--- src/rtl/pipeline_hazard_ctrl_pkg.sv ---
// Shared RISC pipeline definitions: hazard FSM state encoding and write-back select codes.
// Latency: n/a (types and constants only).
// Backpressure: n/a.
package pipeline_hazard_ctrl_pkg;

  // Hazard controller FSM states.
  typedef enum logic [1:0] {
    ST_RUN     = 2'd0,
    ST_LDSTALL = 2'd1,
    ST_FLUSH   = 2'd2
  } hz_state_t;

  // Write-back source code selecting data memory (i.e. the EX instruction is a load).
  localparam logic [1:0] MD_MEM = 2'b01;

  // Register file address width.
  localparam int REG_AW = 5;

endpackage

--- src/rtl/load_use_detect.sv ---
// Load-use hazard detector: a DOF-stage register source matches the destination of a load in EX.
// Latency: purely combinational, zero cycles.
// Backpressure: none; the result is consumed by the hazard FSM and by forwarding logic.
// Ports: AA/BA source addresses, MA/MB operand selects (1 = non-register operand),
//        RW_1/DA_1/MD_1 EX-stage write enable, destination and write-back source; ld_haz result.
module load_use_detect
  import pipeline_hazard_ctrl_pkg::*;
(
  input  logic [REG_AW-1:0] AA,
  input  logic [REG_AW-1:0] BA,
  input  logic              MA,
  input  logic              MB,
  input  logic              RW_1,
  input  logic [REG_AW-1:0] DA_1,
  input  logic [1:0]        MD_1,
  output logic              ld_haz
);

  logic a_match;
  logic b_match;
  logic ex_is_load;

  // A source only counts when the operand actually comes from the register file.
  assign a_match    = ~MA & (AA == DA_1);
  assign b_match    = ~MB & (BA == DA_1);
  // R0 is hard-wired zero, so a load targeting it never creates a dependency.
  assign ex_is_load = RW_1 & (DA_1 != '0) & (MD_1 == MD_MEM);
  assign ld_haz     = ex_is_load & (a_match | b_match);

endmodule

--- src/rtl/pipeline_hazard_ctrl.sv ---
// Pipeline hazard controller: load-use stalls, taken-branch flushes and a saturating stall counter.
// Latency: control outputs react combinationally in the hazard cycle; busy is registered.
// Backpressure: en=0 freezes the FSM and counters and holds the front end with stall=1.
// Ports: clk, reset (async active-low), en, DOF sources AA/BA/MA/MB, EX destination RW_1/DA_1/MD_1,
//        br_taken, clr_cnt; outputs stall, bubble, flush, busy, stall_cnt.
module pipeline_hazard_ctrl
  import pipeline_hazard_ctrl_pkg::*;
#(
  parameter int LOAD_STALL = 1,
  parameter int CNT_W      = 16
) (
  input  logic              clk,
  input  logic              reset,
  input  logic              en,
  input  logic [REG_AW-1:0] AA,
  input  logic [REG_AW-1:0] BA,
  input  logic              MA,
  input  logic              MB,
  input  logic              RW_1,
  input  logic [REG_AW-1:0] DA_1,
  input  logic [1:0]        MD_1,
  input  logic              br_taken,
  input  logic              clr_cnt,
  output logic              stall,
  output logic              bubble,
  output logic              flush,
  output logic              busy,
  output logic [CNT_W-1:0]  stall_cnt
);

  // The first stall cycle is spent in RUN, so LDSTALL covers the remaining
  // LOAD_STALL-1 cycles: the down-counter loads LOAD_STALL-2 and exits at zero.
  localparam int         RELOAD   = (LOAD_STALL > 1) ? (LOAD_STALL - 2) : 0;
  localparam logic [1:0] RELOAD_V = RELOAD[1:0];

  hz_state_t  state;
  hz_state_t  state_nxt;
  logic [1:0] cnt;
  logic [1:0] cnt_nxt;
  logic       busy_q;
  logic       ld_haz;

  load_use_detect u_detect (
    .AA     (AA),
    .BA     (BA),
    .MA     (MA),
    .MB     (MB),
    .RW_1   (RW_1),
    .DA_1   (DA_1),
    .MD_1   (MD_1),
    .ld_haz (ld_haz)
  );

  // State register. busy is registered from the next state so it is a clean flop output.
  always_ff @(posedge clk or negedge reset) begin
    if (!reset) begin
      state  <= ST_RUN;
      cnt    <= 2'd0;
      busy_q <= 1'b0;
    end else begin
      state  <= state_nxt;
      cnt    <= cnt_nxt;
      busy_q <= (state_nxt != ST_RUN);
    end
  end

  // Next-state logic. Hazards are only sampled in RUN; a taken branch wins over a load-use.
  always_comb begin
    state_nxt = state;
    cnt_nxt   = cnt;
    if (en) begin
      case (state)
        ST_RUN: begin
          if (br_taken) begin
            state_nxt = ST_FLUSH;
          end else if (ld_haz && (LOAD_STALL > 1)) begin
            state_nxt = ST_LDSTALL;
            cnt_nxt   = RELOAD_V;
          end
        end
        ST_LDSTALL: begin
          if (cnt == 2'd0) begin
            state_nxt = ST_RUN;
          end else begin
            cnt_nxt = cnt - 2'd1;
          end
        end
        ST_FLUSH: state_nxt = ST_RUN;
        default:  state_nxt = ST_RUN;
      endcase
    end
  end

  // Output decode. Gated by reset so nothing leaks out while reset is held,
  // even with en=0 or live hazard inputs.
  always_comb begin
    stall  = 1'b0;
    bubble = 1'b0;
    flush  = 1'b0;
    if (reset) begin
      if (!en) begin
        stall = 1'b1;
      end else begin
        case (state)
          ST_RUN: begin
            if (br_taken) begin
              flush  = 1'b1;
              bubble = 1'b1;
            end else if (ld_haz) begin
              stall  = 1'b1;
              bubble = 1'b1;
            end
          end
          ST_LDSTALL: begin
            stall  = 1'b1;
            bubble = 1'b1;
          end
          ST_FLUSH: flush = 1'b1;
          default: ;
        endcase
      end
    end
  end

  assign busy = busy_q;

  // Counts enabled hazard-stall cycles only; stalls caused by en=0 are not hazards.
  always_ff @(posedge clk or negedge reset) begin
    if (!reset) begin
      stall_cnt <= '0;
    end else if (clr_cnt) begin
      stall_cnt <= '0;
    end else if (en && stall && (stall_cnt != '1)) begin
      stall_cnt <= stall_cnt + CNT_W'(1);
    end
  end

endmodule

--- config.mk ---
export PLATFORM = sky130hd
export DESIGN_NAME = pipeline_hazard_ctrl
export DESIGN_NICKNAME = d
export VERILOG_FILES = /design/src/rtl/pipeline_hazard_ctrl_pkg.sv /design/src/rtl/load_use_detect.sv /design/src/rtl/pipeline_hazard_ctrl.sv
export SDC_FILE = /design/constraint.sdc
export NUM_CORES = 1
export LEC_CHECK = 0
export CAP_MARGIN = 40
export CORE_ASPECT_RATIO = 0.75
export CORE_MARGIN = 4
export CORE_UTILIZATION = 49
export DETAILED_ROUTE_END_ITERATION = 8
export PLACE_DENSITY = 0.84
export SLEW_MARGIN = 20
export SYNTH_ARGS = -nofsm -noshare
export SYNTH_HDL_FRONTEND = slang
export SYNTH_HIERARCHICAL = 1
export SYNTH_SLANG_ARGS = --single-unit
--- constraint.sdc ---
create_clock -name clk -period 5.8 [get_ports clk]
set_input_delay 1.45 -clock clk [delete_from_list [all_inputs] [get_ports clk]]
set_output_delay 1.45 -clock clk [all_outputs]
set_load 0.02 [all_outputs]
# [Yosys cells after proc, flatten, opt, wreduce, memory -nomap -nowiden]
# Index checks and enable logic that the tools add are counted.
[word_totals] regBits=21 inputBits=25 out_inout_bits=20
[op_classes] n_bitwise=9 addsub=2 n_reduce_logical=8 eq_ne=6 muxes=19
[ops] op="$mux 16" n=2
[ops] op="$add 16x1->16 const B" n=1
[ops] op="$ne 16x16->1 const B" n=1
[ops] op="$eq 5x5->1" n=2
[ops] op="$mux 1" n=10
[ops] op="$mux 2" n=3
[ops] op="$pmux 1 s2" n=3
[ops] op="$and 1x1->1" n=5
[ops] op="$reduce_bool 5->1" n=1
[ops] op="$eq 2x1->1 const B" n=2
[ops] op="$logic_not 2->1" n=2
[ops] op="$pmux 2 s2" n=1
[ops] op="$reduce_bool 2->1" n=2
[ops] op="$not 1->1" n=3
[ops] op="$reduce_and 3->1" n=1
[ops] op="$eq 2x2->1 const B" n=1
[ops] op="$logic_and 1x1->1" n=2
[ops] op="$sub 2x1->2 const B" n=1
[ops] op="$or 1x1->1" n=1

# [Longest topological paths before layout]
# Gate-level depths: netlist of the first run.
[depth] ltp_word=13 depth_mapped=9 depth_no_buf=8

# [Modules after synthesis]
# Netlist of the first run, hierarchy kept.
[modules_own_cells] mod="pipeline_hazard_ctrl" area_per_inst_um2=1253.7 seq_area_each_um2=525.5 cells_per_inst=124 instances=1
[modules_own_cells] mod="load_use_detect" area_per_inst_um2=137.6 seq_area_each_um2=0.0 cells_per_inst=18 instances=1

# [Worst setup path after synthesis of the first run]
# OpenSTA, ideal clock, no wires.
[synth_timing] path_kind="input-to-output" from="in DA_1[0]" to="out stall" n_path_buf=0 t_required_ns=4.350 setup_slack_ns=1.513 t_arrival_ns=2.837 cell_stages=8 path_cell_list="xnor2_1 nand4_1 or3_1 a21oi_1 and2b_1 nor2_1 o21ai_0 and2_1"
[synth_via] elab_chain_cells=9
[synth_lines] element="start: declaration" line="pipeline_hazard_ctrl.sv:20" rtl="input logic [REG_AW-1:0] DA_1,"
[synth_lines] element="$eq 5x5->1 (tied with other cells)" line="load_use_detect.sv:24" rtl="assign a_match = ~MA & (AA == DA_1);"
[synth_lines] element="$and 1x1->1 (on tied branches)" line="load_use_detect.sv:24, load_use_detect.sv:25, load_use_detect.sv:27"
[synth_lines] element="$or 1x1->1 / $and 1x1->1 (equally long branches)" line="load_use_detect.sv:28, load_use_detect.sv:27"
[synth_lines] element="$and 1x1->1 *" line="load_use_detect.sv:28" rtl="assign ld_haz = ex_is_load & (a_match | b_match);"
[synth_lines] element="net ld_haz" line="pipeline_hazard_ctrl.sv:41" rtl="logic ld_haz;"
[synth_lines] element="$mux 1 *" line="pipeline_hazard_ctrl.sv:109" rtl="end else if (ld_haz) begin"
[synth_lines] element="$mux 1 *" line="pipeline_hazard_ctrl.sv:106" rtl="if (br_taken) begin"
[synth_lines] element="$pmux 1 s2 *" line="pipeline_hazard_ctrl.sv:104" rtl="case (state)"
[synth_lines] element="$mux 1 *" line="pipeline_hazard_ctrl.sv:101" rtl="if (!en) begin"
[synth_lines] element="$mux 1 *" line="pipeline_hazard_ctrl.sv:100" rtl="if (reset) begin"
[synth_lines] element="end: declaration" line="pipeline_hazard_ctrl.sv:24" rtl="output logic stall,"
# The timed path passes the listed nets; every way through them passes the cells marked *.

# [Worst setup path after layout of the first run]
[layout_timing] from="in DA_1[4]" to="out stall"
# The elaborated chain is that of the path after synthesis.

==> results of run 1 <==
layout make-up:
cell class / count / share of cell area [%]
multi-input combinational: 109 / 42.1
clock inverter: 1 / 0.265
timing repair buffer: 46 / 24.1
clock buffer: 3 / 2.18
inverter: 6 / 1.19
tap: 36 / 2.38
sequential: 21 / 27.8
cells by family after synthesis:
kind of cell,after synthesis
flops,21
simple gates,54
buf+inv,12
fa+ha+maj,2
xor+xnor,11
compound gates,38
mux,4
state kept, by name, indices dropped and copies added (netlist names):
signal,flops
busy,1
state,2
cnt,2
stall_cnt,16
power by group through the flow:
stage	Clock [mW]	Combinational (mW)	Sequential, mW
finish	0.0987	0.0665	0.159
global route	0.107	0.0735	0.161
CTS	0.100	0.0679	0.159
detailed placement	0	0.0674	0.162
global placement	0	0.0634	0.162
floorplan	0	0.0328	0.163
how the worst max path moves through the flow:
| stage | start | end | slack (ps) | cells after the start |
|---|---|---|---|---|
| after floorplan | DA_1[0] | stall | 1510 | 8 |
| after detailed placement | DA_1[0] | stall | 470 | 10 |
| after global placement | DA_1[0] | stall | 520 | 10 |
| after CTS | DA_1[0] | stall | 450 | 10 |
| after global routing | DA_1[0] | stall | 310 | 10 |
| final | DA_1[4] | stall | 470 | 10 |
per-stage QoR:
stage | utilization, % | instances | total power, mW | setup slack, ps | hold slack, ps
CTS | 71.1 | 222 | 0.327 | 450 | 537
finish | 71.1 | 222 | 0.325 | 471 | 531
global placement | 69.3 | 218 | 0.225 | 515 | 506
floorplan | - | 142 | 0.196 | 1510 | 489
detailed placement | 69.3 | 218 | 0.230 | 474 | 520
global route | 71.1 | 222 | 0.341 | 312 | 591
worst register-to-register path: stages, from the launching register on:
cell and delay [ps]:
sky130_fd_sc_hd__dfrtp_1 430, sky130_fd_sc_hd__ha_1 240, sky130_fd_sc_hd__nand4_1 250, sky130_fd_sc_hd__nor4_4 780
sky130_fd_sc_hd__o31ai_1 180, sky130_fd_sc_hd__a21oi_1 170
per-layer routing:
metal	vias to the layer above	GRT usage, %	share of wire, %
li1	644	-	-
met1	623	26.7	45
met2	44	34.0	48
met3	4	5.78	6.5
met4	0	7.79	1.4
met5	-	0	0
cells in the mapped netlist, types with 2 or more instances:
cell	count	area (um^2)
sky130_fd_sc_hd__nor2_1	5	18.8
sky130_fd_sc_hd__buf_6	3	33.8
sky130_fd_sc_hd__or4_1	10	75.1
sky130_fd_sc_hd__nand2_1	4	15.0
sky130_fd_sc_hd__a21oi_1	14	70.1
sky130_fd_sc_hd__nand3_1	6	30.0
sky130_fd_sc_hd__mux2_1	2	22.5
sky130_fd_sc_hd__ha_1	2	25.0
sky130_fd_sc_hd__inv_1	6	22.5
sky130_fd_sc_hd__or3_1	6	37.5
sky130_fd_sc_hd__nand4_1	5	31.3
sky130_fd_sc_hd__nor4_1	2	12.5
sky130_fd_sc_hd__xor2_1	2	17.5
sky130_fd_sc_hd__nor2b_1	2	12.5
sky130_fd_sc_hd__dfrtp_1	21	526
sky130_fd_sc_hd__nor3b_1	2	15.0
sky130_fd_sc_hd__o31ai_1	9	67.6
sky130_fd_sc_hd__and4_1	4	35.0
sky130_fd_sc_hd__xnor2_1	9	78.8
sky130_fd_sc_hd__o21ai_1	3	15.0
sky130_fd_sc_hd__o21a_1	2	15.0
==> impl_metrics.env, run 1 <==
export IMPL_synth_adder_area_share_pct=1.80
export IMPL_placed_area_um2=1850
export IMPL_clk_transition_reported_paths_ps=70
export IMPL_worst_path_most_repeated_cell="sky130_fd_sc_hd__clkdlybuf4s50_1"
export IMPL_clock_tree_buffer_depth=2
export IMPL_synth_simple_area_share_pct=25.4
export IMPL_synth_warning_count=6
export IMPL_type_of_destination_of_the_critical_path="output pin"
export IMPL_hold_sp="cnt[1]"
export IMPL_synthFlopType="sky130_fd_sc_hd__dfrtp_1"
export IMPL_critical_path_top_delay_family="buffers and inverters"
export IMPL_critPathMaxFanout=3
export IMPL_num_clock_sinks=21
export IMPL_detail_route_vias_per_cell=5.92
export IMPL_routed_len_inst_um=16.3
export IMPL_global_route_wire_length_before_repair_mm=6.10
export IMPL_asyncSetResetFlopFracSynth_pct=100
export IMPL_die_width_um=69.5
export IMPL_p_sw_mw=0.0848
export IMPL_synth_edf_count=0
export IMPL_crit_path_cell_trace="clkdlybuf4s50_1 > xnor2_1 > nand4_1 > or3_1 > a21oi_1 > and2b_1 > nor2_1 > o21ai_0 > and2_1 > clkdlybuf4s50_1"
export IMPL_reg2reg_depth=5
export IMPL_antenna_found_initial=0
export IMPL_die_h_um=54.2
export IMPL_residual_drc=0
export IMPL_timing_hold_worst_endpoint="cnt[1]"
export IMPL_area_growth_synth_to_final_pct=36.0
export IMPL_layout_cells_most_common_list="sky130_fd_sc_hd__clkdlybuf4s50_1, sky130_fd_sc_hd__dfrtp_1, sky130_fd_sc_hd__a21oi_1, sky130_fd_sc_hd__or4_1"
export IMPL_tritoncts="done"
export IMPL_post_synth_instance_area_um2=1390
export IMPL_finish_instance_area_um2=1890
export IMPL_final_number_of_setup_violating_endpoints=0
export IMPL_status="completed"
export IMPL_post_cts_repair_setup_buffers=0
export IMPL_clk_network_pwr_share_pct=30.4
export IMPL_cell_internal_pwr_mw=0.240
export IMPL_layout_min_cycle_time_ps=5330
export IMPL_mux_share_of_post_synthesis_cell_area_pct=3.15
export IMPL_fin_setup_tns_ps=0
export IMPL_hold_viol_final=0
export IMPL_cts_htree_levels=1
export IMPL_worst_r2r_setup_slack_ps=3670
export IMPL_combinationalPowerShare_pct=20.5
export IMPL_worst_ep_arrival_time_ps=3880
export IMPL_worst_clock_skew_ps=4.50
export IMPL_relSlewSlack_pct=48.1
export IMPL_synth_fp_nets=169
export IMPL_vias=1315
export IMPL_global_route_overflow_total=0
export IMPL_cts_hold_repair_buffers=0
export IMPL_p_leak_nw=0.698
export IMPL_cp_start_kind="input pin"
export IMPL_post_route_cells_drive_above_1_share_pct=6.99
export IMPL_die_area_um2=3770
export IMPL_routed_wl_mm=3.63
export IMPL_initialDrtViolationCount=92
export IMPL_postCtsResizedCells=0
export IMPL_final_antenna_net_count=0
export IMPL_global_route_usage_total_pct=20.8
export IMPL_synth_cells=142
export IMPL_rsz0062_at_grt="false"
export IMPL_n_fill_cell=215
export IMPL_main_combinational_cell_family_by_area_after_synthesis="simple AND/OR/NAND/NOR gates"
export IMPL_top_ports=45
export IMPL_core_region_area_um2=2660
export IMPL_synth_cell_types=44
export IMPL_ir_worst_vdd_mv=0.176
export IMPL_timing_worst_setup_path_type="in -> out"
export IMPL_initial_core_utilization_pct=52.3
export IMPL_clock_fmax_mhz=188
export IMPL_regToRegStartpoint="stall_cnt[0]"
export IMPL_timing_hold_worst_class="reg -> reg"
export IMPL_power_density_nw_per_um2=172
export IMPL_port_buffers=44
export IMPL_mostFrequentLayoutCell="sky130_fd_sc_hd__clkdlybuf4s50_1"
export IMPL_grt_max_degree=24
export IMPL_final_period_utilization_pct=91.9
export IMPL_ys_seq_elements=21
export IMPL_drv_max_cap_violation_count=0
export IMPL_gp_congestion=0.924
export IMPL_report_final_slew_viol_count=0
export IMPL_clockRootBuffer="sky130_fd_sc_hd__clkbuf_8"
export IMPL_hpwlAfterDp_mm=2.76
export IMPL_timing_critical_path_slowest_stage_cell="sky130_fd_sc_hd__clkdlybuf4s50_1"
export IMPL_synth_compound_gate_area_share_pct=20.0
export IMPL_swShare_pct=26.1
export IMPL_crit_buf_inv=2
export IMPL_antenna_diode_count=0
export IMPL_detailedRoute_firstPassIterationCount=4
export IMPL_finish_net_count=214
export IMPL_required_arrival_time_at_the_worst_endpoint_ps=4350
export IMPL_tightestPinTransition_ps=772
export IMPL_multi_input_area_um2=797
export IMPL_worst_hold_path_num_cells=2
export IMPL_ys_seq_area_share_pct=37.8
export IMPL_worst_skew_pair_late_latency_ps=270
export IMPL_syn_area_per_cell_um2=9.80
export IMPL_area_sequential_um2=526
export IMPL_xor_xnor_share_of_the_synthesized_area_pct=6.92
export IMPL_timing_critical_path_slowest_cell_delay_ps=600
export IMPL_seq_power_share_pct=49.1
export IMPL_worst_r2r_endpoint="stall_cnt[4]"
export IMPL_placementRows=16
export IMPL_numCtsBuffers=3
export IMPL_number_of_global_route_vias_before_repair=1252
No activity file was read; power rests on OpenSTA's default activity.
==> inputs of run 2 (changes only) <==
- clock period: 5.8 -> 6.2 ns (I/O delays scaled with it)
==> run 2 against run 1 <==
  * Cell area fell by 0.26%
  * First-iteration DRC count down 9.8%
  * Sequential share of layout area up 0.074 points
  * Utilization fell by 0.19 points
  * Total power shrank 6.8%
  * Critical path type unchanged
  * Largest power group unchanged
==> impl_metrics.env, run 2 (synthesized netlist as in run 1, its figures left out) <==
export IMPL_cts_hold_repair_buffers=0
export IMPL_grt_max_degree=24
export IMPL_p_leak_nw=0.688
export IMPL_final_number_of_setup_violating_endpoints=0
export IMPL_power_density_nw_per_um2=160
export IMPL_number_of_global_route_vias_before_repair=1202
export IMPL_n_fill_cell=214
export IMPL_hold_viol_final=0
export IMPL_antenna_found_initial=0
export IMPL_max_flop_register="stall_cnt"
export IMPL_drv_max_cap_violation_count=0
export IMPL_tritoncts="done"
export IMPL_global_route_usage_total_pct=19.8
export IMPL_port_buffers=44
export IMPL_critPathMaxFanout=5
export IMPL_hpwlAfterDp_mm=2.68
export IMPL_clock_fmax_mhz=175
export IMPL_area_growth_synth_to_final_pct=35.6
export IMPL_worst_r2r_endpoint="stall_cnt[4]"
export IMPL_detailedPlace_worstSlack_ps=506
export IMPL_routed_len_inst_um=16.2
export IMPL_setup_slack_after_layout_ps=498
export IMPL_worst_skew_pair_late_latency_ps=260
export IMPL_die_area_um2=3770
export IMPL_status="completed"
export IMPL_clk_transition_reported_paths_ps=80
export IMPL_worst_hold_path_num_cells=2
export IMPL_detailedRoute_firstPassIterationCount=4
export IMPL_worst_clock_skew_ps=6.48
export IMPL_num_clock_sinks=21
export IMPL_die_width_um=69.5
export IMPL_layout_cells_most_common_list="sky130_fd_sc_hd__clkdlybuf4s50_1, sky130_fd_sc_hd__dfrtp_1, sky130_fd_sc_hd__a21oi_1, sky130_fd_sc_hd__or4_1"
export IMPL_mostFrequentLayoutCell="sky130_fd_sc_hd__clkdlybuf4s50_1"
export IMPL_detail_route_vias_per_cell=5.85
export IMPL_layout_min_cycle_time_ps=5700
export IMPL_relSlewSlack_pct=47.3
export IMPL_dp_cells=217
export IMPL_global_route_overflow_total=0
export IMPL_initialDrtViolationCount=83
export IMPL_residual_drc=0
export IMPL_worst_ep_arrival_time_ps=4150
export IMPL_initial_core_utilization_pct=52.3
export IMPL_required_arrival_time_at_the_worst_endpoint_ps=4650
export IMPL_final_antenna_net_count=0
export IMPL_type_of_destination_of_the_critical_path="output pin"
export IMPL_finish_net_count=213
export IMPL_regToRegStartpoint="stall_cnt[0]"
export IMPL_routed_wl_mm=3.59
export IMPL_numCtsBuffers=3
export IMPL_post_cts_repair_setup_buffers=0
export IMPL_worst_r2r_setup_slack_ps=4020
export IMPL_core_region_area_um2=2660
export IMPL_timing_worst_setup_path_type="in -> out"
export IMPL_die_h_um=54.2
export IMPL_antenna_diode_count=0
export IMPL_clockRootBuffer="sky130_fd_sc_hd__clkbuf_8"
export IMPL_top_ports=45
export IMPL_post_route_cells_drive_above_1_share_pct=6.49
export IMPL_tightestPinTransition_ps=785
export IMPL_vias=1292
export IMPL_largest_register_ff_count=16
export IMPL_report_final_slew_viol_count=0
export IMPL_layoutNonFillerInstCount=221
export IMPL_hold_sp="cnt[1]"
export IMPL_postCtsResizedCells=0
export IMPL_cts_htree_levels=1
export IMPL_global_route_wire_length_before_repair_mm=5.84
export IMPL_clock_tree_buffer_depth=2
export IMPL_final_period_utilization_pct=92.0
export IMPL_rsz0062_at_grt="false"
export IMPL_timing_hold_worst_class="reg -> reg"
export IMPL_gp_congestion=0.916
export IMPL_ir_worst_vdd_mv=0.124
export IMPL_cp_start_kind="input pin"
export IMPL_fin_setup_tns_ps=0
export IMPL_timing_hold_worst_endpoint="cnt[1]"
export IMPL_utilization_pct=70.9
export IMPL_placementRows=16
export IMPL_reg2reg_depth=5
export IMPL_reg_top3="stall_cnt (16), cnt (2), state (2)"
run 2: cell types whose count changed in the layout (fill, tap and decap cells not counted), sizes merged:
cell,change
clkinvlp,+1
buf,-1
clkinv,-1
run 2: final cells by class:
cell class	instances	area [um^2]	area share, %
Inverter	6	22.5	1.19
Sequential cell	21	526	27.9
Multi-Input combinational cell	109	797	42.2
Clock buffer	3	41.3	2.19
Timing Repair Buffer	45	448	23.7
Clock inverter	1	7.51	0.398
Tap cell	36	45.0	2.39
run 2: power breakdown:
group	switching (mW)	leakage, nW	total [mW]	internal (mW)
logic	0.0282	0.381	0.0618	0.0337
clock network	0.0464	0.0217	0.0918	0.0454
registers	0.00331	0.286	0.149	0.145
total	0.0779	0.688	0.302	0.224
run 2: worst max path at each step:
stage | from | endpoint | slack (ps) | cells past startpoint
final | DA_1[4] | stall | 500 | 10
after global routing | DA_1[4] | stall | 350 | 10
after CTS | DA_1[4] | stall | 500 | 10
after detailed placement | DA_1[4] | stall | 510 | 10
after global placement | DA_1[0] | stall | 570 | 10
after floorplan | DA_1[0] | stall | 1710 | 8
run 2: critical path: stages:
cell and delay (ps):
sky130_fd_sc_hd__clkdlybuf4s50_1 560, sky130_fd_sc_hd__xnor2_1 150, sky130_fd_sc_hd__nand4_1 100, sky130_fd_sc_hd__or3_1 340, sky130_fd_sc_hd__a21oi_1 210, sky130_fd_sc_hd__and2b_1 300, sky130_fd_sc_hd__nor2_1 60, sky130_fd_sc_hd__o21ai_0 130
sky130_fd_sc_hd__and2_1 140, sky130_fd_sc_hd__clkdlybuf4s50_1 600
run 2: per-layer routing:
metal / vias up / share of wire [%] / track usage (%)
li1: 638 / - / -
met1: 618 / 46 / 25.5
met2: 34 / 48 / 34.0
met3: 2 / 6.1 / 5.97
met4: 0 / 0.20 / 2.92
met5: - / 0 / 0
run 2: metrics by stage:
step,area [um^2],power (mW),hold slack (ps)
final,1890,0.302,531
after global routing,1890,0.321,559
after CTS,1890,0.306,536
after detailed placement,1840,0.214,524
after global placement,1840,0.211,506
after floorplan,1390,0.183,489
==> inputs of run 3 (changes only) <==
- SLEW_MARGIN: 20 -> 15
==> results of run 3 <==
Final layout, timing and power as in run 2 (identical DEF).
